File: src/rtl/run_seq_pkg.sv
// Shared types and defaults for the run sequencer and its bench.
package run_seq_pkg;

    typedef enum logic [2:0] {
        IDLE,
        DUT_RST,
        ASSERT,
        WAIT_ACK,
        REPORT,
        DONE
    } run_state_t;

    localparam int TIMEOUT_DEF = 4096;
    localparam int CNT_W_DEF   = 16;

    // A single-run batch still needs a 1-bit run index port.
    function automatic int idx_w(input int n);
        return (n > 1) ? $clog2(n) : 1;
    endfunction

endpackage

File: src/rtl/run_sequencer_sat_counter.sv
// Saturating up-counter with synchronous clear; at_max flags value == MAX.
module sat_counter #(
    parameter int WIDTH = 8,
    parameter int MAX   = 255
) (
    input  logic             clk,
    input  logic             reset_n,
    input  logic             clr,
    input  logic             en,
    output logic [WIDTH-1:0] value,
    output logic             at_max
);

    localparam logic [WIDTH-1:0] MAX_V = WIDTH'(MAX);

    always_ff @(posedge clk or negedge reset_n) begin
        if (!reset_n)
            value <= '0;
        else if (clr)
            value <= '0;
        else if (en && (value != MAX_V))
            value <= value + 1'b1;
    end

    assign at_max = (value == MAX_V);

endmodule

File: src/rtl/run_sequencer.sv
// Drives the DUT reset/start/ack handshake for a batch of runs and reports per-run cycle counts.
// Optional RUN_SEQ_STATS_EN adds total_cycles / max_cycles batch statistics.
module run_sequencer
    import run_seq_pkg::*;
#(
    parameter int NUM_RUNS   = 3,
    parameter int RST_CYCLES = 2,
    parameter int START_HOLD = 2,
    parameter int TIMEOUT    = TIMEOUT_DEF,
    parameter int CNT_W      = CNT_W_DEF,
    localparam int IDX_W     = idx_w(NUM_RUNS)
) (
    input  logic             clk,
    input  logic             reset_n,
    input  logic             go,
    output logic             dut_reset,
    output logic             start,
    input  logic             ack,
    output logic             busy,
    output logic [IDX_W-1:0] run_idx,
    output logic [CNT_W-1:0] cycles,
    output logic             cycles_valid,
    output logic             timed_out,
    output logic             batch_done
`ifdef RUN_SEQ_STATS_EN
    ,
    output logic [CNT_W+$clog2(NUM_RUNS):0] total_cycles,
    output logic [CNT_W-1:0]                max_cycles
`endif
);

    localparam int RW = $clog2(RST_CYCLES + 1);
    localparam int SW = $clog2(START_HOLD + 1);

    run_state_t       state;
    logic [RW-1:0]    unused_rst_cnt;
    logic [SW-1:0]    unused_st_cnt;
    logic             rst_last;
    logic             st_last;
    logic [CNT_W-1:0] cnt;
    logic             cnt_max;
    logic             wait_en;

    sat_counter #(.WIDTH(RW), .MAX(RST_CYCLES - 1)) u_rst_cnt (
        .clk     (clk),
        .reset_n (reset_n),
        .clr     (state != DUT_RST),
        .en      (state == DUT_RST),
        .value   (unused_rst_cnt),
        .at_max  (rst_last)
    );

    sat_counter #(.WIDTH(SW), .MAX(START_HOLD - 1)) u_st_cnt (
        .clk     (clk),
        .reset_n (reset_n),
        .clr     (state != ASSERT),
        .en      (state == ASSERT),
        .value   (unused_st_cnt),
        .at_max  (st_last)
    );

    // Counting begins on the last ASSERT cycle so cnt reads 1 in the first WAIT_ACK cycle.
    assign wait_en = (state == WAIT_ACK) || ((state == ASSERT) && st_last);

    sat_counter #(.WIDTH(CNT_W), .MAX(TIMEOUT)) u_wait_cnt (
        .clk     (clk),
        .reset_n (reset_n),
        .clr     (!wait_en),
        .en      (wait_en),
        .value   (cnt),
        .at_max  (cnt_max)
    );

    always_ff @(posedge clk or negedge reset_n) begin
        if (!reset_n) begin
            state        <= IDLE;
            dut_reset    <= 1'b0;
            start        <= 1'b0;
            busy         <= 1'b0;
            run_idx      <= '0;
            cycles       <= '0;
            cycles_valid <= 1'b0;
            timed_out    <= 1'b0;
            batch_done   <= 1'b0;
        end else begin
            cycles_valid <= 1'b0;
            batch_done   <= 1'b0;
            case (state)
                IDLE: begin
                    if (go) begin
                        state     <= DUT_RST;
                        run_idx   <= '0;
                        busy      <= 1'b1;
                        dut_reset <= 1'b1;
                    end
                end
                DUT_RST: begin
                    if (rst_last) begin
                        state     <= ASSERT;
                        dut_reset <= 1'b0;
                        start     <= 1'b1;
                    end
                end
                ASSERT: begin
                    if (st_last) begin
                        state <= WAIT_ACK;
                        start <= 1'b0;
                    end
                end
                WAIT_ACK: begin
                    // cnt equals TIMEOUT on expiry, so it is the reported count either way.
                    if (ack || cnt_max) begin
                        state        <= REPORT;
                        cycles       <= cnt;
                        timed_out    <= !ack;
                        cycles_valid <= 1'b1;
                    end
                end
                REPORT: begin
                    if (run_idx == IDX_W'(NUM_RUNS - 1)) begin
                        state      <= DONE;
                        batch_done <= 1'b1;
                    end else begin
                        state     <= DUT_RST;
                        run_idx   <= run_idx + 1'b1;
                        dut_reset <= 1'b1;
                    end
                end
                DONE: begin
                    state <= IDLE;
                    busy  <= 1'b0;
                end
                default: state <= IDLE;
            endcase
        end
    end

`ifdef RUN_SEQ_STATS_EN
    always_ff @(posedge clk or negedge reset_n) begin
        if (!reset_n) begin
            total_cycles <= '0;
            max_cycles   <= '0;
        end else if ((state == IDLE) && go) begin
            total_cycles <= '0;
            max_cycles   <= '0;
        end else if (state == REPORT) begin
            total_cycles <= total_cycles + ($bits(total_cycles))'(cycles);
            if (cycles > max_cycles)
                max_cycles <= cycles;
        end
    end
`endif

endmodule

File: config.mk
export PLATFORM = sky130hd
export DESIGN_NAME = run_sequencer
export DESIGN_NICKNAME = d
export VERILOG_FILES = /design/src/rtl/run_seq_pkg.sv /design/src/rtl/run_sequencer_sat_counter.sv /design/src/rtl/run_sequencer.sv
export SDC_FILE = /design/constraint.sdc
export NUM_CORES = 1
export LEC_CHECK = 0
export ABC_AREA = 1
export CAP_MARGIN = 15
export CORE_MARGIN = 3
export CORE_UTILIZATION = 55
export CTS_CLUSTER_SIZE = 28
export DETAILED_ROUTE_END_ITERATION = 8
export MAX_ROUTING_LAYER = met4
export PLACE_DENSITY = 0.79
export SETUP_SLACK_MARGIN = 0.05
export SYNTH_ARGS = -nofsm -noshare
export SYNTH_HDL_FRONTEND = slang
export SYNTH_SLANG_ARGS = --single-unit
File: constraint.sdc
create_clock -name clk -period 1.67 [get_ports clk]
set_clock_uncertainty 0.05 [all_clocks]
set_input_delay 0.501 -clock clk [delete_from_list [all_inputs] [get_ports clk]]
set_output_delay 0.501 -clock clk [all_outputs]
set_load 0.01 [all_outputs]
# Yosys cells after proc, flatten, opt, wreduce, memory -nomap -nowiden
# Cells that the tools add are included.
# word_totals
inputBits	4
word_cells	83
ff_bits	47
output_inout_bits	24
# op_classes
reduce_logical	20
n_mux	27
n_addsub	4
n_eq_ne	20
# ops
cell	count
16-bit two-way mux	2
16-bit by 1-bit adder with 16-bit output (second input constant)	1
16-bit by 13-bit == test with 1-bit output (second input constant)	1
16-bit by 13-bit inequality test with 1-bit output (second input constant)	1
3-bit two-way mux	5
3-bit one-hot mux with 5 select lines	1
2-bit two-way mux	6
2-bit inequality test (second input constant)	5
2-bit nonzero test	5
1-bit two-way mux	9
4-bit AND reduction	2
2-bit by 1-bit adder with 2-bit output (second input constant)	3
3-bit by 2-bit == test with 1-bit output (second input constant)	2
3-bit == test (second input constant)	2
2-bit by 1-bit inequality test with 1-bit output (second input constant)	3
3-bit AND reduction	2
2-bit by 1-bit == test with 1-bit output (second input constant)	2
1-bit logical AND	4
1-bit one-hot mux with 2 select lines	2
2-bit one-hot mux with 2 select lines	1
2-bit AND reduction	2
3-bit by 1-bit == test with 1-bit output (second input constant)	1
3-bit logical NOT	1
3-bit by 1-bit inequality test with 1-bit output (second input constant)	1
6 further kinds	7

# Longest topological paths before layout
# depth
ltp_word	6
ltp_mapped	10
mapped_depth_nobuf	10

# By module
# A second synthesis with hierarchy kept.
# hier_totals
cells_unflattened	340
hier_area_um2	2568.7
# by_module_without_submodules
mod	cells_per_inst	area_per_inst_um2	seq_area_each_um2	instances
run_sequencer	144	1233.7	675.6	1
sat_counter at u_wait_cnt	162	1089.8	400.4	1
sat_counter at u_rst_cnt ...	17	122.6	50.0	2

# Worst setup path after synthesis
# Ideal clock, no wire load.
# synth_timing
path_type	register to register
from	register u_wait_cnt.value[0]
to	register cycles[13]
stages_incl_launch_ff	11
required_time_ps	1500
synth_period_minus_slack_ps	1537
setup_time_ps	120
path_buffers	1
t_arrival_ps	1367
setup_slack_ps	133
path_cell_list	dfrtp_1 inv_2 ha_1 nand3_1 nor2_1 nand2_2 nand2_2 nand2_4 buf_6 nand2_1 o21ai_2
# synth_via
elab_chain_len	3
# synth_lines
item	line_no	source
start, declared	run_sequencer_sat_counter.sv:10	output logic [WIDTH-1:0] value,
start signal, assigned	run_sequencer_sat_counter.sv:22	value <= value + 1'b1;
16-bit by 13-bit == test with 1-bit output	run_sequencer_sat_counter.sv:25	assign at_max = (value == MAX_V);
1-bit logical OR	run_sequencer.sv:112	if (ack || cnt_max) begin
2-bit AND reduction (no source line)	n/a	
end signal, assigned	run_sequencer.sv:114	cycles <= cnt;
end, declared	run_sequencer.sv:21	output logic [CNT_W-1:0] cycles,
# No other way between the ends.
# A chain may end at the register's enable or synchronous reset.

# Final worst setup path
# layout_timing
from	register u_wait_cnt.value[1]
to	register cycles[9]
# Same word-level chain as after synthesis.

==> metrics.md <==
| Metric | Value |
|---|---|
| Die width | 69.9 um |
| Yosys top cell area share | 0.525 |
| Die area | 4880 um^2 |
| Max Transition Viols Final | 0 |
| Status | finished clean |
| Antenna viol nets, final | 0 |
| Vias | 1853 |
| GRT overflow | 0 |
| CTS tree | done |
| Layout cells sized above 1 | 0.189 |
| DP Cell Count | around 340 |
| Reg power frac | 0.401 |
| Leakage power figure | 1.47 nW |
| F_max | between 0.6 and 0.7 GHz |
| Starting DRC count in detailed routing | 152 |
| Pint | 0.00228 W |
| GP Congestion | 0.842 |
| Area of the multi-input gates | 961 um^2 |
| Count of final setup violators | 0 |
| RR Startpoint | u_wait_cnt.value[1]$_DFFE_PN0P_ |
| Wirelength per Cell | 13.7 um |
| Proportion of power drawn by the clock network | 0.279 |
| Mapped cell area | 2240 um^2 |
| Ys Warns | 0 |
| Fill count | 263 |
| Vias per cell | between 5 and 6 |
| Combinational share of power | 0.320 |
| Tmin final | 1560 ps |
| GRT Overall Usage | 0.208 |
| HP Class | input port to async pin |
| Routed WL | 4870 um |
| CP startpoint | u_wait_cnt.value[1]$_DFFE_PN0P_ |
| Drt first pass iters | 4 |
| NetSw | 0.00124 W |
| Clk_lat worst skew | 300 ps |
| Crit path kind | flop to flop |
| Most frequent cell after synthesis | nand2_1 |
| H-tree levels | 2 |
| Crit-path max FO | 8 |
| DRC errors left | 0 |
| Hold Worst Slack | between 70 and 80 ps |
| CTS Root Buffer Type | clkbuf_8 |
| IO Port Bufs | 27 |
| Async set or reset register ratio after synthesis | 1.00 |
| Starting density of the core | 0.590 |
| Core Area | 3800 um^2 |
| Req. time, crit path | 1820 ps |
| CTS buffer count | 5 |
| Synth top area cells | dfrtp_1 52%, nand2_1 11%, o21ai_2 5.5%, nor2_1 4.9%, inv_1 4.7% |
| Max rail drop VDD | 797 uV |
| Startpoint class of the critical path | flop |
| Nets | 315 |
| Synth area leader | dfrtp_1 |
| Relative slew slack | 0.715 |
| Gate Count Post-Synth | between 200 and 300 |
| Least-Margin Pin Slew | ~430 ps |
| Top_reg_cell synth | dfrtp_1 |
| Setup crit end kind | flop |
| Die Y | 69.9 um |
| Top-level I/O count | 28 |
| Worst-path clk slew | 90 ps |
| EDFF count, synth | 0 |
| Hold-fix buffers, CTS | 0 |
| Area delta synth->final | 26.1% |
| Synthesized net count | 271 |
| Sw Share | 0.352 |
| CTS Buffer Depth | 2 |
| Post-synthesis sequential area ratio | 0.525 |
| Worst path arrival time | 1710 ps |
| Pwr dens | 1250 nW/um^2 |
| Final cell count without fillers | 355 |
| Unrepaired setup endpoints after global routing | true |
| Yosys cell types | 25 |
| Initial antenna violation count | 0 |
| Mean Syn Cell Area | 8.56 um^2 |
| FF+latch area | roughly 1200 um^2 |
| Largest net degree at the start of global routing | 18 |
| First-pass GRT wire length | 7810 um |
| Antenna Cells | 0 |
| Vias in the first global route | 1669 |
| Crit share post-route | 0.932 |
| Clk sinks | 47 |
| Max-Cap Viols | 0 |
| Post-DP HPWL | around 3300 um |
| Seq cells post-synth | 47 |
| Most instantiated cells after synthesis | 67 x nand2_1, 47 x dfrtp_1, 29 x nor2_1 |
| Row Count | 22 |
| Final Hold Fails | 0 |
[worst max-delay path, stage by stage, from the launching register on]
cell and delay, ps:
dfrtp_1 410, inv_1 80, ha_1 140, nand3_1 130, nor2_4 150, nand2_4 100
nand2_8 140, nand2_4 100, nand2_1 100, o21ai_2 60
[logic make-up after synthesis]
| kind of cell | count (synthesis) | share of synthesized area |
|---|---|---|
| and+or+nand+nor | 128 | 0.248 |
| DFF | 47 | 0.525 |
| buffers and inverters | 42 | 0.0837 |
| AOI/OAI and AO/OA | 40 | 0.116 |
| adders and majority gates | 5 | 0.0279 |
[power by group through the flow]
stage / Sequential, W / Combinational [W] / Clock (W)
after global routing: 0.00143 / 0.00127 / 0.00106
after detailed placement: 0.00144 / 0.00104 / 0
after CTS: 0.00141 / 0.00105 / 0.000996
after floorplan: 0.00145 / 0.000728 / 0
final: 0.00141 / 0.00113 / 0.000982
after global placement: 0.00143 / 0.00102 / 0
[what timing repair did]
action | in CTS | in global routing
gates resized for setup | 28 | 8
buffers inserted | 0 | 3
pin swaps | 1 | 5
setup endpoints to repair | 42 | 22
cloned | 1 | 2
[path summary, 6_finish.rpt]
kind | to | slack [ps] | depth (start not counted)
max | cycles[9]$_DFFE_PN0P_ | 110 | 9
min | u_wait_cnt.value[7]$_DFFE_PN0P_ | 70 | 1
max reg2reg | cycles[9]$_DFFE_PN0P_ | 110 | 9
min reg2reg | start$_DFFE_PN0P_ | 420 | 2
max in group asynchronous | timed_out$_DFFE_PN0P_ | 1060 | 2
min in group clk | start$_DFFE_PN0P_ | 420 | 2
[cell usage in the layout, fill, tap and decap left out, types with 2 or more instances in the layout]
master / instances
nor2_1: 28
nor2_2: 3
nand2_4: 3
o21ai_1: 6
inv_2: 8
nor2_4: 3
nand4_1: 2
inv_1: 28
o21ai_2: 14
nand3_1: 13
nand2_8: 3
nand2_1: 67
ha_1: 5
bufinv_16: 2
buf_12: 2
clkdlybuf4s50_1: 2
nor3_1: 6
dfrtp_1: 47
clkbuf_8: 5
buf_4: 9
a21oi_1: 8
dlygate4sd2_1: 24
o21ai_0: 8
[area by class of cell]
| type | count | share of cell area |
|---|---|---|
| repair buffers | 38 | 0.121 |
| multi-input cells | 176 | 0.340 |
| well taps | 48 | 0.0212 |
| flip-flops and latches | 47 | 0.416 |
| clock inverters | 3 | 0.0239 |
| clock buffers | 5 | 0.0243 |
| inverters | 38 | 0.0531 |
[flip-flops by register name, summed over array words and instances (netlist names)]
register,flops
cycles_valid,1
batch_done,1
u_st_cnt.value,2
state,3
busy,1
u_wait_cnt.value,16
timed_out,1
start,1
dut_reset,1
run_idx,2
u_rst_cnt.value,2
cycles,16
[stage by stage]
step	total power [W]	area [um^2]	TNS [ps]	utilization	worst slack (ps)
after global routing	0.00377	2830	0	0.744	14.1
after CTS	0.00345	2750	0	0.724	51.0
after global placement	0.00244	2610	-731	0.686	-75.6
after floorplan	0.00218	2240	0	-	133
after detailed placement	0.00248	2610	-1670	0.686	-163
final	0.00352	2830	0	0.744	113
[per-layer routing]
| layer | share of wire | routed length (um) | up-vias | global-route usage |
|---|---|---|---|---|
| li1 | - | - | 927 | - |
| met1 | 0.46 | 2260 | 848 | 0.292 |
| met2 | 0.46 | 2220 | 67 | 0.311 |
| met3 | 0.067 | 327 | 11 | 0.0489 |
| met4 | 0.013 | 61 | 0 | 0.0468 |
| met5 | 0 | 0 | - | - |
Power figures use the tool's default switching activity.
